**src/rtl/mux4_rr_arbiter_pkg.sv**
```systemverilog
// ---------------------------------------------------------------------------
// mux4_arb_pkg
// Shared types and helpers for the 4-requester round-robin arbiter.
//   NUM_REQ      number of requesters sharing the downstream port
//   arb_state_t  arbiter FSM state (IDLE / BUSY)
//   rr_pick      round-robin winner: first set req bit scanning ptr, ptr+1, ...
// ---------------------------------------------------------------------------
package mux4_arb_pkg;

    localparam int NUM_REQ = 4;

    typedef enum logic {
        IDLE = 1'b0,
        BUSY = 1'b1
    } arb_state_t;

    // Returns a one-hot vector of the winning requester, or zero when req==0.
    function automatic logic [NUM_REQ-1:0] rr_pick(input logic [NUM_REQ-1:0] req,
                                                   input logic [1:0]         ptr);
        logic [NUM_REQ-1:0] pick;
        logic [1:0]         idx;
        logic               found;
        pick  = '0;
        found = 1'b0;
        for (int i = 0; i < NUM_REQ; i++) begin
            idx = ptr + 2'(i);
            if (!found && req[idx]) begin
                pick[idx] = 1'b1;
                found     = 1'b1;
            end
        end
        return pick;
    endfunction

endpackage

```
**src/rtl/mux4_rr_arbiter_mux4to1.sv**
```systemverilog
// ---------------------------------------------------------------------------
// MUX4to1
// One-hot select 4:1 data mux (AND-OR form).
//   SEL  in   4         one-hot select; all-zero selects nothing
//   DI0..DI3 in BITWIDTH data inputs
//   DO   out  BITWIDTH  selected data, 0 when SEL==0
// ---------------------------------------------------------------------------
module MUX4to1 #(
    parameter int BITWIDTH = 32
) (
    input  logic [3:0]          SEL,
    input  logic [BITWIDTH-1:0] DI0,
    input  logic [BITWIDTH-1:0] DI1,
    input  logic [BITWIDTH-1:0] DI2,
    input  logic [BITWIDTH-1:0] DI3,
    output logic [BITWIDTH-1:0] DO
);

    always_comb begin
        DO = ({BITWIDTH{SEL[0]}} & DI0)
           | ({BITWIDTH{SEL[1]}} & DI1)
           | ({BITWIDTH{SEL[2]}} & DI2)
           | ({BITWIDTH{SEL[3]}} & DI3);
    end

endmodule

```
**src/rtl/mux4_rr_arbiter.sv**
```systemverilog
// ---------------------------------------------------------------------------
// mux4_rr_arbiter
// Round-robin arbiter/sequencer in front of a 4:1 one-hot datapath mux.
// A grant is held for a whole burst; the burst ends on an accepted LAST beat,
// when the granted requester drops REQ, or (optionally) at a beat cap.
// One IDLE cycle always separates consecutive grants.
//
// Optional feature macro: ARB_TIMEOUT_EN
//   defined   -> grant released after MAX_BEATS accepted beats
//   undefined -> bursts unbounded, MAX_BEATS unused
//
// Ports
//   CLK       in   1         clock, rising edge
//   RESET_N   in   1         synchronous active-low reset
//   REQ       in   4         per-requester request (level)
//   LAST      in   4         per-requester last-beat flag
//   DI0..DI3  in   BITWIDTH  requester data
//   GNT       out  4         registered one-hot grant (mux select), 0 when idle
//   ACK       out  4         per-requester beat-accepted strobe
//   DO        out  BITWIDTH  data of granted requester
//   DO_VALID  out  1         downstream valid
//   DO_READY  in   1         downstream ready
//
// state | meaning
// ------+-------------------------------------------------------------
// IDLE  | no grant; pick round-robin winner from REQ starting at PTR
// BUSY  | GNT held; beats pass when REQ[g] & DO_READY; exit -> IDLE
// ---------------------------------------------------------------------------
module mux4_rr_arbiter
    import mux4_arb_pkg::*;
#(
    parameter int BITWIDTH  = 32,
    parameter int MAX_BEATS = 8
) (
    input  logic                CLK,
    input  logic                RESET_N,
    input  logic [3:0]          REQ,
    input  logic [3:0]          LAST,
    input  logic [BITWIDTH-1:0] DI0,
    input  logic [BITWIDTH-1:0] DI1,
    input  logic [BITWIDTH-1:0] DI2,
    input  logic [BITWIDTH-1:0] DI3,
    output logic [3:0]          GNT,
    output logic [3:0]          ACK,
    output logic [BITWIDTH-1:0] DO,
    output logic                DO_VALID,
    input  logic                DO_READY
);

    arb_state_t         state_q, state_d;
    logic [NUM_REQ-1:0] gnt_q, gnt_d;
    logic [1:0]         ptr_q, ptr_d;
    logic [1:0]         g_idx;
    logic               req_g;
    logic               last_g;
    logic               valid_int;
    logic               hs;
    logic               cap_hit;
    logic               burst_done;
    logic [BITWIDTH-1:0] mux_do;

    MUX4to1 #(
        .BITWIDTH(BITWIDTH)
    ) u_mux (
        .SEL (gnt_q),
        .DI0 (DI0),
        .DI1 (DI1),
        .DI2 (DI2),
        .DI3 (DI3),
        .DO  (mux_do)
    );

    // gnt_q is zero or one-hot, so a plain OR-encode gives the index
    assign g_idx = {gnt_q[3] | gnt_q[2], gnt_q[3] | gnt_q[1]};

    // Outputs are forced quiet while reset is asserted so an aborted burst
    // cannot produce a beat in the reset cycle.
    always_comb begin
        req_g     = |(REQ & gnt_q);
        last_g    = |(LAST & gnt_q);
        valid_int = RESET_N & (state_q == BUSY) & req_g;
        hs        = valid_int & DO_READY;
    end

    assign DO_VALID = valid_int;
    assign ACK      = gnt_q & {NUM_REQ{hs}};
    assign DO       = RESET_N ? mux_do : '0;
    assign GNT      = gnt_q;

`ifdef ARB_TIMEOUT_EN
    localparam int CNT_W = $clog2(MAX_BEATS);

    logic [CNT_W-1:0] beat_cnt_q;

    assign cap_hit = hs & (beat_cnt_q == CNT_W'(MAX_BEATS - 1));

    always_ff @(posedge CLK) begin
        if (!RESET_N) begin
            beat_cnt_q <= '0;
        end else if (state_q != BUSY || burst_done) begin
            beat_cnt_q <= '0;
        end else if (hs) begin
            beat_cnt_q <= beat_cnt_q + CNT_W'(1);
        end
    end
`else
    assign cap_hit = 1'b0;
`endif

    // Abandon (REQ[g] low) ends the burst without a beat.
    assign burst_done = (hs & last_g) | ~req_g | cap_hit;

    always_comb begin
        state_d = state_q;
        gnt_d   = gnt_q;
        ptr_d   = ptr_q;
        case (state_q)
            IDLE: begin
                if (|REQ) begin
                    gnt_d   = rr_pick(REQ, ptr_q);
                    state_d = BUSY;
                end
            end
            BUSY: begin
                if (burst_done) begin
                    gnt_d   = '0;
                    ptr_d   = g_idx + 2'd1;
                    state_d = IDLE;
                end
            end
            default: begin
                gnt_d   = '0;
                state_d = IDLE;
            end
        endcase
    end

    always_ff @(posedge CLK) begin
        if (!RESET_N) begin
            state_q <= IDLE;
            gnt_q   <= '0;
            ptr_q   <= 2'd0;
        end else begin
            state_q <= state_d;
            gnt_q   <= gnt_d;
            ptr_q   <= ptr_d;
        end
    end

endmodule
```
**config.mk**
```make
export PLATFORM = sky130hd
export DESIGN_NAME = mux4_rr_arbiter
export DESIGN_NICKNAME = d
export VERILOG_FILES = /design/src/rtl/mux4_rr_arbiter_pkg.sv /design/src/rtl/mux4_rr_arbiter_mux4to1.sv /design/src/rtl/mux4_rr_arbiter.sv
export SDC_FILE = /design/constraint.sdc
export NUM_CORES = 1
export LEC_CHECK = 0
export CAP_MARGIN = 40
export CORE_MARGIN = 8
export CORE_UTILIZATION = 28
export DETAILED_ROUTE_END_ITERATION = 10
export PLACE_DENSITY = 0.81
export SLEW_MARGIN = 30
export SYNTH_ARGS = -nofsm -noshare
export SYNTH_HDL_FRONTEND = slang
export SYNTH_HIERARCHICAL = 1
export SYNTH_SLANG_ARGS = --single-unit
```
**constraint.sdc**
```tcl
create_clock -name CLK -period 3.6 [get_ports CLK]
set_clock_uncertainty 0.05 [all_clocks]
set_input_delay 0.36 -clock CLK [delete_from_list [all_inputs] [get_ports CLK]]
set_output_delay 0.36 -clock CLK [all_outputs]
set_load 0.1 [all_outputs]
```
# [Yosys cells after proc, flatten, opt, wreduce, memory -nomap -nowiden]
# Index checks and enable logic that the tools add are counted.
[word_totals] output_inout_bits=41 register_bits=7 wordCells=96
[classes] n_bitwise=22 order_cmp=8 reduce_logical=15 n_eq_ne=2 mux=42 add_sub_neg=4
[ops] operator="$and 32x32->32" n=4
[ops] operator="$or 32x32->32" n=3
[ops] operator="$mux 4" n=12
[ops] operator="$mux 32" n=1
[ops] operator="$mux 1" n=19
[ops] operator="$and 4x4->4" n=3
[ops] operator="$lt 2x3->1 const B" n=4
[ops] operator="$or 4x4->4" n=3
[ops] operator="$reduce_or 4->1" n=3
[ops] operator="$bmux 1 s2" n=4
[ops] operator="$demux 1 s2" n=4
[ops] operator="$ge 2x1->1 const B" n=4
[ops] operator="$pmux 4 s2" n=1
[ops] operator="$logic_and 1x1->1" n=7
[ops] operator="$add 2x1->2 const B" n=2
[ops] operator="$add 2x2->2 const B" n=2
[ops] operator="$and 1x1->1" n=4
[ops] operator="$reduce_and 2->1" n=2
[ops] operator="$logic_not 1->1" n=3
[ops] operator="$or 1x1->1" n=3
[ops] operator="$ne 2x1->1 const B" n=1
[ops] operator="$ne 2x2->1 const B" n=1
[ops] operator="$not 1->1" n=2
[ops] operator="$pmux 1 s2" n=1

# [Depth between registers and ports, before layout]
[logic_depth] ltp_word=20 depth_mapped=8 mapped_depth_nobuf=7

# [Modules after synthesis]
# The synthesis kept the hierarchy.
[by_module_without_submodules] module="mux4_rr_arbiter" seq_area_each_um2=140.1 area_each_um2=967.2 instances=1 cells_each=116
[by_module_without_submodules] module="MUX4to1" seq_area_each_um2=0.0 area_each_um2=679.4 instances=1 cells_each=108

# [Worst setup path after synthesis]
# No wires, ideal clock.
[synth_path] path_type="register to output" from="register gnt_q[2], in the netlist GNT[2]" to="output port ACK[0]" stages_incl_launch_ff=5 setup_slack_ns=-1.505 arrival_time_ns=4.695 required_time_ns=3.190 cell_sequence="dfxtp_1 -> a22o_1 -> a221oi_2 -> nor3_1 -> and3_1"
[synth_via] elab_chain_cells=5
[synth_lines] element="start, declared" line_no="mux4_rr_arbiter.sv:51" text="logic [NUM_REQ-1:0] gnt_q, gnt_d;"
[synth_lines] element="start signal, assigned" line_no="mux4_rr_arbiter.sv:145" text="gnt_q <= gnt_d;"
[synth_lines] element="$and 4x4->4" line_no="mux4_rr_arbiter.sv:79" text="req_g = |(REQ & gnt_q);"
[synth_lines] element="$reduce_or 4->1" line_no="mux4_rr_arbiter.sv:79"
[synth_lines] element="$and 1x1->1" line_no="mux4_rr_arbiter.sv:81" text="valid_int = RESET_N & (state_q == BUSY) & req_g;"
[synth_lines] element="via DO_VALID" line_no="mux4_rr_arbiter.sv:46" text="output logic DO_VALID,"
[synth_lines] element="$and 1x1->1" line_no="mux4_rr_arbiter.sv:82" text="hs = valid_int & DO_READY;"
[synth_lines] element="$and 4x4->4" line_no="mux4_rr_arbiter.sv:86" text="assign ACK = gnt_q & {NUM_REQ{hs}};"
[synth_lines] element="end, declared" line_no="mux4_rr_arbiter.sv:44" text="output logic [3:0] ACK,"
# The timed path passes the listed nets, and every way through them passes these cells.

# [Worst setup path in the final report]
[layout_path] from="register gnt_q[3], in the netlist GNT[3]" to="output port ACK[3]"
[layout_via] elab_chain_cells=5
[layout_lines] element="$and 4x4->4" line_no="mux4_rr_arbiter.sv:79"
[layout_lines] element="$reduce_or 4->1" line_no="mux4_rr_arbiter.sv:79"
[layout_lines] element="$and 1x1->1" line_no="mux4_rr_arbiter.sv:81"
[layout_lines] element="$and 1x1->1" line_no="mux4_rr_arbiter.sv:82"
[layout_lines] element="$and 4x4->4 *" line_no="mux4_rr_arbiter.sv:86"
# Mark *: on every way between the ends. The rest lies on a longest branch, timed or not.

==> impl_metrics.sql <==
INSERT INTO impl_metrics (metric_group, metric, value, unit) VALUES
('timing', 'slew_headroom', '48.26', '%'),
('power', 'vdd_drop_max', '0.1830', 'mV'),
('grt', 'grt_start_max_net_pins', '37', ''),
('grt', 'global_route.usage.met3', '3.641', '%'),
('drt', 'via_per_inst', '5.271', ''),
('cts', 'clock_tree.root_cell', 'clkbuf_8', ''),
('grt', 'grt_most_used_layer', 'met2', ''),
('critical_path', 'cp_cell_sequence', 'a22o_1 -> a221oi_2 -> nor3_4 -> and3_1 -> buf_12', ''),
('critical_path', 'critical_path.max_fanout', '21', ''),
('drt', 'detailedRoute.firstPassIterationCount', '4', ''),
('drt', 'drc', '0', ''),
('timing', 'hold_violations', '0', ''),
('logic_synthesis', 'postSynth.topFlopCell', 'dfxtp_1', ''),
('critical_path', 'ff2ff_setup_slack', '1.12', 'ns'),
('place', 'place_ws', '1.133', 'ns'),
('logic_synthesis', 'ys_seq_elements', '7', ''),
('place', 'placed_cells', '465', ''),
('timing', 'report.final.slew_viol_count', '0', ''),
('cts', 'cts.reportedPaths.clkPinSlew', '0.04', 'ns'),
('logic_synthesis', 'synth_common_cells', 'a22oi_1, nand2_1, and2_1', ''),
('timing', 'post-route-worst-setup-slack', '1.056', 'ns'),
('logic_synthesis', 'post-synth-top-count-cell', 'a22oi_1', ''),
('logic_synthesis', 'combinational_family_with_the_most_area_after_synthesis', 'compound AO/OA/AOI/OAI gates', ''),
('logic_synthesis', 'synthesis.area_per_instance', '7.351', 'um2'),
('floorplanning', 'coreArea', '5816', 'um2'),
('grt', 'grt_use_met1', '24.41', '%'),
('final_layout', 'drive_gt1_share', '15.23', '%'),
('critical_path', 'critPathCaptureType', 'primary output', ''),
('cts', 'ctsLongestPathBuffers', '2', ''),
('logic_synthesis', 'netlist.top_cell.by_area', 'a22oi_1', ''),
('floorplanning', 'die_width', '92.69', 'um'),
('floorplanning', 'start_util', '28.31', '%'),
('power', 'power_per_cell_area', '369.3', 'nW/um2'),
('run_status', 'run_status', 'finished clean', ''),
('place', 'gp_congestion', '0.8951', ''),
('logic_synthesis', 'async_reset_ff_share', '0', '%'),
('cts', 'hold_buffers', '0', ''),
('timing', 'finalHoldWorstSlack', '0.6117', 'ns'),
('floorplanning', 'dieArea', '8591', 'um2'),
('cts', 'cts_num_sinks', '7', ''),
('critical_path', 'critical_path.n_buffers_inverters', '1', ''),
('cts', 'cts_htree_levels', '1', ''),
('logic_synthesis', 'synth_nets', '371', ''),
('logic_synthesis', 'synth_enable_flop_cells', '0', ''),
('cts', 'cts_post_setup_buffers_inserted', '0', ''),
('floorplanning', 'die_h', '92.69', 'um'),
('power', 'p_leak', '1.439', 'nW'),
('logic_synthesis', 'synth_xor_area_share', '0.5319', '%'),
('logic_synthesis', 'synthDistinctLibCells', '35', ''),
('logic_synthesis', 'yosys.area_share.adder', '6.079', '%'),
('drt', 'ant_nets', '0', ''),
('drt', 'drt_wl_cell', '20.74', 'um'),
('logic_synthesis', 'post_synth_main_area_contributors', 'a22oi_1, and2_1, nand2_1', ''),
('critical_path', 'slowest_stage', 'dfxtp_1', ''),
('worst_hold_path', 'min_from', 'state_q$_SDFF_PN0_', ''),
('timing', 'min_period_over_period', '70.67', '%'),
('cts', 'cts_repair_resize_count', '0', ''),
('grt', 'gr-total-overflow', '0', ''),
('drt', 'routed-via-count', '2472', ''),
('logic_synthesis', 'synth-simple-area-share', '29.56', '%'),
('logic_synthesis', 'yosys.area.top_type_share', '30.09', '%'),
('critical_path', 'worstReg2RegStart', 'ptr_q[0]$_SDFFE_PN0P_', ''),
('logic_synthesis', 'yosys_warnings', '6', ''),
('grt', 'global_route.usage.met2', '36.83', '%'),
('timing', 'rsz_0062_raised_after_global_routing', 'false', ''),
('final_layout', 'areaGrowthSynthToFinish', '111.0', '%'),
('logic_synthesis', 'synth_cells', '224', ''),
('logic_synthesis', 'synth_area', '1647', 'um2'),
('floorplanning', 'pin_count', '180', ''),
('drt', 'wl', '9726', 'um'),
('timing', 'min_period', '2.544', 'ns');
==> metal layers <==
metal	vias up	wire length [um]
li1	1206	-
met2	102	4992
met5	-	0
met1	1154	3857
met4	0	191
met3	10	684
==> cell families after synthesis <==
family | count (synthesis)
compound gates | 88
xor+xnor | 1
fa+ha+maj | 8
buf+inv | 22
flops | 7
mux | 8
simple gates | 90
==> path summary, 6_finish.rpt <==
kind | end | depth (start not counted)
max | ACK[3] | 5
min | state_q$_SDFF_PN0_ | 2
max reg2reg | GNT[0]$_SDFFE_PN0P_ | 6
min reg2reg | state_q$_SDFF_PN0_ | 2
==> area by class of cell <==
cell class | instances | area [um2]
repair buffers | 184 | 1789
multi-input cells | 195 | 1390
flip-flops and latches | 7 | 141.4
inverters | 4 | 15.01
fillers | 542 | 2341
clock buffers | 4 | 45.04
well taps | 75 | 93.84
==> tightest hold or removal path, cell delays in order, from the launching register on <==
cell	delay [ns]
dfxtp_1	0.36
or2_2	0.18
a21oi_1	0.07
==> state kept, by name, indices dropped and copies added, names as in the netlist <==
register  count
GNT           4
state_q       1
ptr_q         2
==> placed cells by master (no fill, tap or decap), drive strengths merged <==
master	Yosys	layout
nor4	1	1
o31ai	1	1
nor2	1	1
inv	4	4
mux4	4	4
a311oi	3	3
a21oi	8	8
or2	1	1
or3	1	1
a21boi	1	1
and2	32	32
nor3b	1	1
ha	8	8
nor3	1	1
buf	14	46
xnor2	1	1
clkdlybuf4s50	0	138
a22o	1	1
mux2i	2	2
or4	2	2
and3	4	4
a221oi	4	4
o21ai	4	4
nand3	2	2
a22oi	66	66
nor4b	1	1
nand4	3	3
clkbuf	4	4
or2b	1	1
mux2	2	2
nand2	39	39
dfxtp	7	7
==> power by group <==
part | switching, W | internal [W]
registers | 0.0000513 | 0.0000892
logic | 0.000666 | 0.000364
clock network | 0.0000364 | 0.0000768
total | 0.000753 | 0.000530
==> metrics by stage <==
stage / area [um2] / utilization [%]
finish: 3475 / 59.75
CTS: 3475 / 59.75
floorplan: 1659 / -
global placement: 3430 / 58.97
detailed placement: 3430 / 58.97
global route: 3475 / 59.75
No activity file was read; power rests on OpenSTA's default activity.
